## src/rtl/dl_report_collector_pkg.sv

```systemverilog
// Shared types and widths for the deadlock report collector.
package dl_report_collector_pkg;

    localparam int CNT_W   = 8;
    localparam int COUNT_W = 6;

    typedef enum logic [2:0] {
        ST_IDLE,
        ST_ARMED,
        ST_COLLECT,
        ST_REPORT,
        ST_LATCHED
    } dl_state_e;

endpackage

```

## src/rtl/dl_report_collector_onehot.sv

```systemverilog
// Lowest-set-bit one-hot encoder; yields zero when no bit is set.
module dl_lowest_onehot #(
    parameter int WIDTH = 3
) (
    input  logic [WIDTH-1:0] vec_i,
    output logic [WIDTH-1:0] onehot_o
);

    // Two's-complement trick: x & -x isolates the least significant set bit.
    assign onehot_o = vec_i & (~vec_i + WIDTH'(1));

endmodule

```

## src/rtl/dl_report_collector.sv

```systemverilog
// Collects per-process deadlock flags, confirms a candidate, accumulates the chain and hands one report to the log sink.
// state   | meaning
// IDLE    | waiting for any local deadlock flag
// ARMED   | origin chosen, confirming it persists
// COLLECT | deadlock declared, accumulating participants
// REPORT  | report offered to sink
// LATCHED | report delivered, frozen until reset
module dl_report_collector
    import dl_report_collector_pkg::*;
#(
    parameter int PROC_NUM       = 3,
    parameter int CONFIRM_CYCLES = 4
) (
    input  logic                clock,
    input  logic                reset,
    input  logic [PROC_NUM-1:0] dl_in_vec,
    output logic                dl_detect_out,
    output logic [PROC_NUM-1:0] origin,
    output logic                token_clear,
    output logic [PROC_NUM-1:0] chain_vec,
    output logic [COUNT_W-1:0]  chain_count,
    output logic                report_valid,
    input  logic                report_ready
);

    localparam logic [CNT_W-1:0] CONF = CNT_W'(CONFIRM_CYCLES);

    dl_state_e            state_q;
    logic [CNT_W-1:0]     cnt_q;
    logic                 detect_q;
    logic [PROC_NUM-1:0]  origin_q;
    logic                 token_clear_q;
    logic [PROC_NUM-1:0]  chain_q;
    logic [COUNT_W-1:0]   count_q;
    logic [COUNT_W-1:0]   count_d;
    logic                 valid_q;
    logic [PROC_NUM-1:0]  lowest;

    dl_lowest_onehot #(.WIDTH(PROC_NUM)) u_lowest (
        .vec_i    (dl_in_vec),
        .onehot_o (lowest)
    );

    always_comb begin
        count_d = '0;
        for (int i = 0; i < PROC_NUM; i++) begin
            count_d = count_d + COUNT_W'(chain_q[i]);
        end
    end

    always_ff @(posedge clock or negedge reset) begin
        if (!reset) begin
            state_q       <= ST_IDLE;
            cnt_q         <= '0;
            detect_q      <= 1'b0;
            origin_q      <= '0;
            token_clear_q <= 1'b0;
            chain_q       <= '0;
            count_q       <= '0;
            valid_q       <= 1'b0;
        end else begin
            token_clear_q <= 1'b0;
            count_q       <= count_d;
            case (state_q)
                ST_IDLE: begin
                    if (|dl_in_vec) begin
                        origin_q <= lowest;
                        cnt_q    <= '0;
                        state_q  <= ST_ARMED;
                    end
                end
                ST_ARMED: begin
                    if ((dl_in_vec & origin_q) == '0) begin
                        token_clear_q <= 1'b1;
                        origin_q      <= '0;
                        chain_q       <= '0;
                        cnt_q         <= '0;
                        state_q       <= ST_IDLE;
                    end else if (cnt_q + CNT_W'(1) == CONF) begin
                        detect_q <= 1'b1;
                        chain_q  <= dl_in_vec | origin_q;
                        cnt_q    <= '0;
                        state_q  <= ST_COLLECT;
                    end else begin
                        cnt_q <= cnt_q + CNT_W'(1);
                    end
                end
                ST_COLLECT: begin
                    // The extra cycle after the last OR lets chain_count settle before REPORT.
                    if (cnt_q != CONF) begin
                        chain_q <= chain_q | dl_in_vec;
                        cnt_q   <= cnt_q + CNT_W'(1);
                    end else begin
                        valid_q <= 1'b1;
                        state_q <= ST_REPORT;
                    end
                end
                ST_REPORT: begin
                    if (report_ready) begin
                        valid_q <= 1'b0;
                        state_q <= ST_LATCHED;
                    end
                end
                ST_LATCHED: begin
                end
                default: state_q <= ST_IDLE;
            endcase
        end
    end

    assign dl_detect_out = detect_q;
    assign origin        = origin_q;
    assign token_clear   = token_clear_q;
    assign chain_vec     = chain_q;
    assign chain_count   = count_q;
    assign report_valid  = valid_q;

endmodule

```

## config.mk

```make
export PLATFORM = sky130hd
export DESIGN_NAME = dl_report_collector
export DESIGN_NICKNAME = d
export VERILOG_FILES = /design/src/rtl/dl_report_collector_pkg.sv /design/src/rtl/dl_report_collector_onehot.sv /design/src/rtl/dl_report_collector.sv
export SDC_FILE = /design/constraint.sdc
export NUM_CORES = 1
export LEC_CHECK = 0
export BUFFER_PORTS_ARGS = -buffer_cell sky130_fd_sc_hd__buf_2
export CAP_MARGIN = 20
export CORE_MARGIN = 4
export CORE_UTILIZATION = 54
export DETAILED_ROUTE_END_ITERATION = 7
export PLACE_DENSITY = 0.78
export SYNTH_ARGS = -nofsm -noshare
export SYNTH_HDL_FRONTEND = slang
export SYNTH_SLANG_ARGS = --single-unit
```

## constraint.sdc

```tcl
create_clock -name clock -period 2.5 [get_ports clock]
set_clock_uncertainty 0.15 [all_clocks]
set_input_delay 0.375 -clock clock [delete_from_list [all_inputs] [get_ports clock]]
set_output_delay 0.375 -clock clock [all_outputs]
set_load 0.02 [all_outputs]
```

* Word-level counts from Yosys, hierarchy flattened *
Index checks and enable logic that the tools add are counted.

storage, ports and cells
  register bits after elaboration = 23
  input port bits = 6
  word-level logic and storage cells = 67

operators by class
  $add $sub $neg = 4
  equality and inequality tests = 12
  mux-type cells = 23
  bitwise operators = 7
  reductions and logical operators = 13

operators by type and width
  operator               count
  $mux W8                4
  $mux W3                10
  $pmux W8 S3            1
  $pmux W3 S5            1
  $reduce_and A3 Y1      5
  $pmux W3 S2            2
  $ne A2 B2 Y1 const B   5
  $add A8 B1 Y8 const B  1
  $eq A8 B3 Y1 const B   1
  $ne A8 B3 Y1 const B   1
  $and A3 B3 Y3          2
  $eq A3 B2 Y1 const B   2
  $logic_not A3 Y1       2
  $or A3 B3 Y3           2
  $reduce_bool A2 Y1     3
  $reduce_and A5 Y1      1
  $mux W1                4
  $add A2 B1 Y3          1
  $add A3 B1 Y3 const B  1
  $eq A3 B1 Y1 const B   1
  $eq A3 B3 Y1 const B   1
  $ne A3 B3 Y1 const B   1
  $not A3 Y3             1
  $reduce_bool A3 Y1     1
  other kinds (4)        5

* Depth between registers and ports, before layout *
Gate-level depths: netlist (run 1).

  depth in word-level cells = 5
  mapped depth = 7

* Cells and area by module *
Synthesis (run 1) repeated with hierarchy kept, for this count alone.

second synthesis, totals
  cells, all modules = 147
  area total of the unflattened synthesis = 1348.8 sq um

by module, submodules not included
  module               times used  cells each  area an instance (sq um)  sequential area each (sq um)
  dl_report_collector  1           144         1322.5                    550.5
  dl_lowest_onehot     1           3           26.3                      0.0

* Worst setup path before layout (run 1) *
Ideal clock, no wire load.

  path kind = input-to-reg
  from = input port dl_in_vec[0]
  to = register cnt_q[6]
  library setup time = 0.121 ns
  arrival = 1.826 ns
  data required time = 2.229 ns
  setup slack = 0.403 ns
  cell stages on the path = 5
  buffers on the path = 1
  cells stage by stage = clkbuf_1 -> a222oi_1 -> o31ai_2 -> a21o_1 -> a22o_1

on the way
  word-level cells in the longest chain between the ends = 4
  elaborated cells on any way between the ends = 7
  classes of those cells = eq/ne: 1; mux: 2; bitwise: 1; reduce/logical: 3

RTL lines
  element                 line                       source
  start: declaration      dl_report_collector.sv:16  input logic [PROC_NUM-1:0] dl_in_vec,
  $and A3 B3 Y3           dl_report_collector.sv:73  if ((dl_in_vec & origin_q) == '0) begin
  $logic_not A3 Y1        dl_report_collector.sv:73
  $mux W8                 dl_report_collector.sv:73
  $pmux W8 S3             dl_report_collector.sv:64  case (state_q)
  end signal: assignment  dl_report_collector.sv:85  cnt_q <= cnt_q + CNT_W'(1);
  end signal: assignment  dl_report_collector.sv:92  cnt_q <= cnt_q + CNT_W'(1);
  end: declaration        dl_report_collector.sv:29  logic [CNT_W-1:0] cnt_q;

Several ways; a longest one is shown, not always the timed one.
A chain may end at the register's enable or synchronous reset.

* Final worst setup path (run 1) *
  from = register cnt_q[0]
  to = register cnt_q[2]

on the way
  word-level cells in the longest chain between the ends = 5
  elaborated cells on any way between the ends = 9
  classes of those cells = add/sub: 1; eq/ne: 3; mux: 4; reduce/logical: 1

RTL lines
  element        line                                                                             source
  $add A8 B1 Y8  dl_report_collector.sv:79, dl_report_collector.sv:85, dl_report_collector.sv:92
  $eq A8 B3 Y1   dl_report_collector.sv:79                                                        end else if (cnt_q + CNT_W'(1) == CONF) begin
  $mux W8        dl_report_collector.sv:79
  $mux W8        dl_report_collector.sv:73
  $pmux W8 S3    dl_report_collector.sv:64

Several ways; a longest one is shown, not always the timed one. The select of a mux whose other input is x is not followed.

==> metrics.txt, run 1 <==
status=complete, no violations; Slew Viols, Final=0; first-pass GRT wire length=3.79 mm; Total Wirelength=2.33 mm; Design Area, Final=between 1000 and 1500 µm²; placed inst area=between 1000 and 1500 µm²; Final #Nets=~150; GPL Wtd Cong=0.832; Synth area leaders=dfrtp_1 48%, nand2_1 5.2%, a22o_1 3.0%; DRT iter0 DRCs=29; num rows=16; layout cells sized above 1=0.167; final non-filler cell total=approximately 170; die width=about 54 µm; Clock transition at path regs=between 0.1 and 0.15 ns; Crit. End Element=flip-flop; EDFF count, synth=0; Sink Count=22; initial antenna violation count=0; synthesized flop and latch total=22; Final WS setup=about 0.3 ns; P_leak=between 0.6 and 0.7 nW; Critical Path AT=between 2 and 2.5 ns; Core Region=2000 µm²; gr usage total=0.176; power density over cell area=between 800 and 900 nW/µm²; Num CTS Buffers=3; Starting Density=0.576; RSZ-0062 raised after global routing=false; Top Ports=21; CTS Buffer Depth=2; largest net degree at the start of global routing=23; most frequent cell after synthesis=dfrtp_1; sequential share of the synthesized area=0.477; clk_lat worst skew=approximately 0.3 ns; vias per cell=approximately 5.9; area fraction of the dominant cell type after synthesis=0.477; Pre-antenna DRT Iters=5; final setup vio count=0; Mapped Cells=between 100 and 150; TritonCTS clock tree=yes; Worst-Margin Slew=0.684 ns; vias in the first global route=just under 900; Crit Path Category=reg -> reg; # diodes=0; MaxCap Viol Count=0; Placed Instances=161; detailed placer's ending HPWL=between 1.5 and 2 mm; post-CTS setup repair buffer count=0; endpoints failing hold=0; Synth Area per Inst=approximately 9.6 µm²; worst vdd ir=just over 0.6 mV; critical path peak fanout=10; CTS H-tree lvls=1; total negative slack=0 ns; Filler Cells Inserted=~180; top_reg_cell synth=dfrtp_1; total power draw=0.00114 W; Area growth syn-to-layout=10.4%; Hold Path Class=in -> reg; synth unique cells=39; multi-input logic area=547 µm²; Yosys Warn Count=0; Critical Path Source Type=flip-flop; FMAX=between 0.4 and 0.5 GHz; FF+latch area=roughly 550 µm²; Die Height=roughly 54 µm; Root Driver=clkbuf_4; CP required=2.60 ns; dpl ws=between 0.3 and 0.4 ns; mapped cell area=about 1200 µm²; Yosys top cell by area=dfrtp_1; PortBufs=16; vias=about 970; Synth top cells by count=22 x dfrtp_1, 16 x nand2_1, 9 x nor2_1, 7 x nor3_1, 7 x o21ai_0; final period utilization=0.880; Resized cells post-CTS=0; wire length per cell=about 14 µm; Slew Limit Headroom=0.541; Tmin final=2.20 ns; total grt overflow=0; Post-DRT Antenna Nets=0; drc violations=0; async set or reset register ratio after synthesis=1.00; die area=approximately 2900 µm²
-- placed cells by master (no fill, tap or decap), drive strengths merged, types with 4 or more instances in the layout --
master | Yosys | layout
dfrtp | 22 | 22
buf | 5 | 17
nand2 | 16 | 16
nor2 | 9 | 9
nor3 | 7 | 7
o21ai | 7 | 7
inv | 6 | 6
o32ai | 4 | 4
a22o | 4 | 4
nand3 | 4 | 4
conb | 1 | 4
-- timing repair --
action	4_1_cts	5_1_grt
endpoints found under the setup margin	0	0
endpoints found under the hold margin	22	0
hold buffers	1	0
-- power by group --
group | switching (W) | internal [W]
registers | 0.0000774 | 0.000438
clock network | 0.000100 | 0.0000562
logic | 0.000299 | 0.000171
-- final timing paths --
| path | start | slack [ns] | cells past startpoint | end |
|---|---|---|---|---|
| min | dl_in_vec[2] | 0.23 | 3 | origin[2] |
| max reg2reg | cnt_q[0] | 0.30 | 6 | cnt_q[2] |
| max | cnt_q[0] | 0.30 | 6 | cnt_q[2] |
| min reg2reg | dl_detect_out | 0.33 | 1 | dl_detect_out |
| max in group asynchronous | reset | 1.47 | 2 | state_q[0] |
| min in group asynchronous | reset | 0.40 | 2 | cnt_q[7] |
-- critical path, cell delays in order (launching register included) --
cell     delay [ns]
dfrtp_1        0.43
ha_1           0.25
nor2b_1        0.16
and3_1         0.25
o31ai_2        0.58
o21ai_0        0.22
nand2_1        0.11
-- final cells by class --
class	count	share of cell area
clock buffer	3	0.0177
inverter	6	0.0177
multi-input combinational	89	0.429
sequential	22	0.432
tap	27	0.0265
timing repair buffer	18	0.0766
-- state kept, by name (all words and copies together), names as in the netlist --
name,flops
chain_count,2
cnt_q,8
chain_vec,3
dl_detect_out,1
token_clear,1
origin,3
report_valid,1
state_q,3
-- layer usage --
metal,global-route usage,part of all wire
met1,0.225,0.43
met2,0.309,0.50
met3,0.0245,0.054
met4,0.0498,0.0099
met5,0,0
-- per-stage QoR --
stage          hold slack (ns)   util
2_1_floorplan          -0.0706      -
3_3_place_gp             0.210  0.620
3_5_place_dp             0.214  0.620
4_1_cts                  0.218  0.636
5_1_grt                  0.237  0.636
6_report                 0.229  0.636
-- cells by family after synthesis --
| family | after synthesis | synth area share |
|---|---|---|
| simple gates | 50 | 0.210 |
| compound gates | 30 | 0.195 |
| flops | 22 | 0.477 |
| buf+inv | 12 | 0.0586 |
| fa+ha+maj | 3 | 0.0390 |
| other cells | 1 | 0.00325 |
| xor+xnor | 1 | 0.00759 |
| mux | 1 | 0.00868 |
Note: power is estimated with default switching activity, not from simulation.
==> run 2, diff against run 1 <==
- CORE_UTILIZATION: 54 -> 57
- CTS_BUF_LIST: default -> sky130_fd_sc_hd__clkbuf_2 sky130_fd_sc_hd__clkbuf_4 sky130_fd_sc_hd__clkbuf_8
- PLACE_DENSITY: 0.78 -> 0.81
==> run 2 against run 1 <==
Largest cell class unchanged; routed wire length is 3.2% higher; sequential share of layout area down 1.5 points; hold slack got worse by 0.0089 ns; clock power increased by 74%; global-route usage increased by 2.3 points; cell area up 3.5%; combinational power rose by 2%; die area decreased by 4.5%; sequential cell count stayed put.
==> metrics.txt, run 2 (synthesized netlist as in run 1, its figures left out) <==
status=complete, no violations; layout cells sized above 1=0.184 (+0.0177); Hold Path Depth=3 (unchanged); Crit. End Element=flip-flop; MaxCap Viol Count=0 (unchanged); total negative slack=0 ns (unchanged); dpl ws=0.427 ns (+0.0676 ns); Crit Path Category=reg -> reg; initial antenna violation count=0 (unchanged); Sink Count=22 (unchanged); Root Driver=clkbuf_4; Slew Viols, Final=0 (unchanged); Clock transition at path regs=0.12 ns (about the same); clk_lat worst skew=0.31 ns (about the same); reg2reg start=state_q[0]; CP required=2.59 ns (about the same); Top Ports=21 (unchanged); hold_sp=dl_in_vec[2]; wire length per cell=14.3 µm (+1.4%); Die Height=53.0 µm (-2.3%); endpoints failing hold=0 (unchanged); FF+latch area=551 µm² (unchanged); FF-to-FF setup slack=0.39 ns (+0.09 ns); die width=53.0 µm (-2.3%); total grt overflow=0 (unchanged); multi-input logic area=547 µm² (unchanged); worst hold endpoint=origin[2]; gr usage total=0.199 (+0.0230); detailed placer's ending HPWL=1.79 mm (+1.5%); RSZ-0062 raised after global routing=false; most common cell after layout, fill and taps aside=dfrtp_1; Core Region=1940 µm² (-3.0%); power density over cell area=959 nW/µm² (+6.9%); num rows=16 (unchanged); reg2reg end=cnt_q[3]; Area growth syn-to-layout=14.3%; Critical Path AT=2.20 ns (-0.10 ns); Final #Nets=151 (+1.3%); DRT iter0 DRCs=20 (-31%); Tmin final=2.11 ns (-0.0909 ns); Final WS setup=0.391 ns (+0.0909 ns); Hold Path Class=in -> reg; P_leak=0.638 nW (+3.8%); vias in the first global route=966 (+11%); max reg flops=8 (unchanged); Register-to-Register Path Depth=5 (-1); largest net degree at the start of global routing=23 (unchanged); drc violations=0 (unchanged); vias per cell=5.89 (about the same); CTS Buffer Depth=2 (unchanged); worst vdd ir=0.588 mV (-4.5%); Post-DRT Antenna Nets=0 (unchanged); die area=2810 µm² (-4.5%); Filler Cells Inserted=158 (-9.7%); Top reg by flops=cnt_q; Worst-Margin Slew=0.510 ns (-0.174 ns); critical path peak fanout=9 (-1); final period utilization=0.844 (-0.0363); Total Wirelength=2.41 mm (+3.2%); CTS H-tree lvls=1 (unchanged); PortBufs=16 (unchanged); first-pass GRT wire length=4.13 mm (+8.9%); most frequent cells in the layout=22 x dfrtp_1, 16 x nand2_1, 16 x buf_2, 9 x nor2_1; Num CTS Buffers=3 (unchanged); GPL Wtd Cong=0.916 (+10%); Starting Density=0.594 (+0.0178); vias=990 (+1.7%); Critical Path Source Type=flip-flop; Pre-antenna DRT Iters=4 (-1); final setup vio count=0 (unchanged); # diodes=0 (unchanged); TritonCTS clock tree=yes; FMAX=0.474 GHz (+4.3%); Slew Limit Headroom=0.659 (+0.118)
## run 2: changes by cell type in the layout (fill, tap and decap cells not counted), sizes merged
| cell | change |
|---|---|
| bufinv | +1 |
| buf | +2 |
## run 2: critical path, cell delays in order, from the launching register on
cell and delay (ns):
dfrtp_1 0.46, or3b_4 0.44, a41o_1 0.24, and2_1 0.24
or3_1 0.37, a21boi_1 0.14
## run 2: per-stage QoR
stage	utilization	hold slack [ns]	instance area (µm²)	cells	total power, W
2_1_floorplan	-	-0.0706	1160	123	0.000838
3_3_place_gp	0.647	0.205	1260	163	0.000975
3_5_place_dp	0.647	0.209	1260	163	0.000997
4_1_cts	0.679	0.211	1320	168	0.00127
5_1_grt	0.679	0.230	1320	168	0.00135
6_report	0.679	0.220	1320	168	0.00126
## run 2: worst max path at each step
stage | slack [ns] | startpoint | depth (start not counted) | endpoint
finish | 0.39 | state_q[0] | 5 | cnt_q[3]
floorplan | 0.40 | dl_in_vec[0] | 5 | cnt_q[6]
global placement | 0.47 | state_q[0] | 5 | cnt_q[3]
CTS | 0.39 | state_q[0] | 5 | cnt_q[3]
global route | 0.33 | cnt_q[3] | 6 | cnt_q[5]
detailed placement | 0.43 | state_q[0] | 5 | cnt_q[3]
## run 2: layout make-up
class,instances,area share
timing repair buffer,20,0.0854
sequential,22,0.417
multi-input combinational,89,0.415
tap,27,0.0256
clock inverter,1,0.0228
clock buffer,3,0.0171
inverter,6,0.0171
## run 2: routing by layer
layer	vias up	routed length, µm	GRT usage
met5	-	0	0
met3	7	107	0.0338
li1	473	-	-
met1	477	1040	0.241
met2	33	1200	0.345
met4	0	55	0.0851
## run 2: report_power, final
part	total [W]	switching [W]	internal (W)
Clock	0.000272	0.000110	0.000162
Combinational	0.000479	0.000302	0.000177
Sequential	0.000513	0.0000749	0.000438
## run 2: what timing repair did
action | CTS | global route
hold endpoints to repair | 22 | 0
resized for setup | 0 | 0
hold buffers | 1 | 0
buffers inserted | 0 | 0
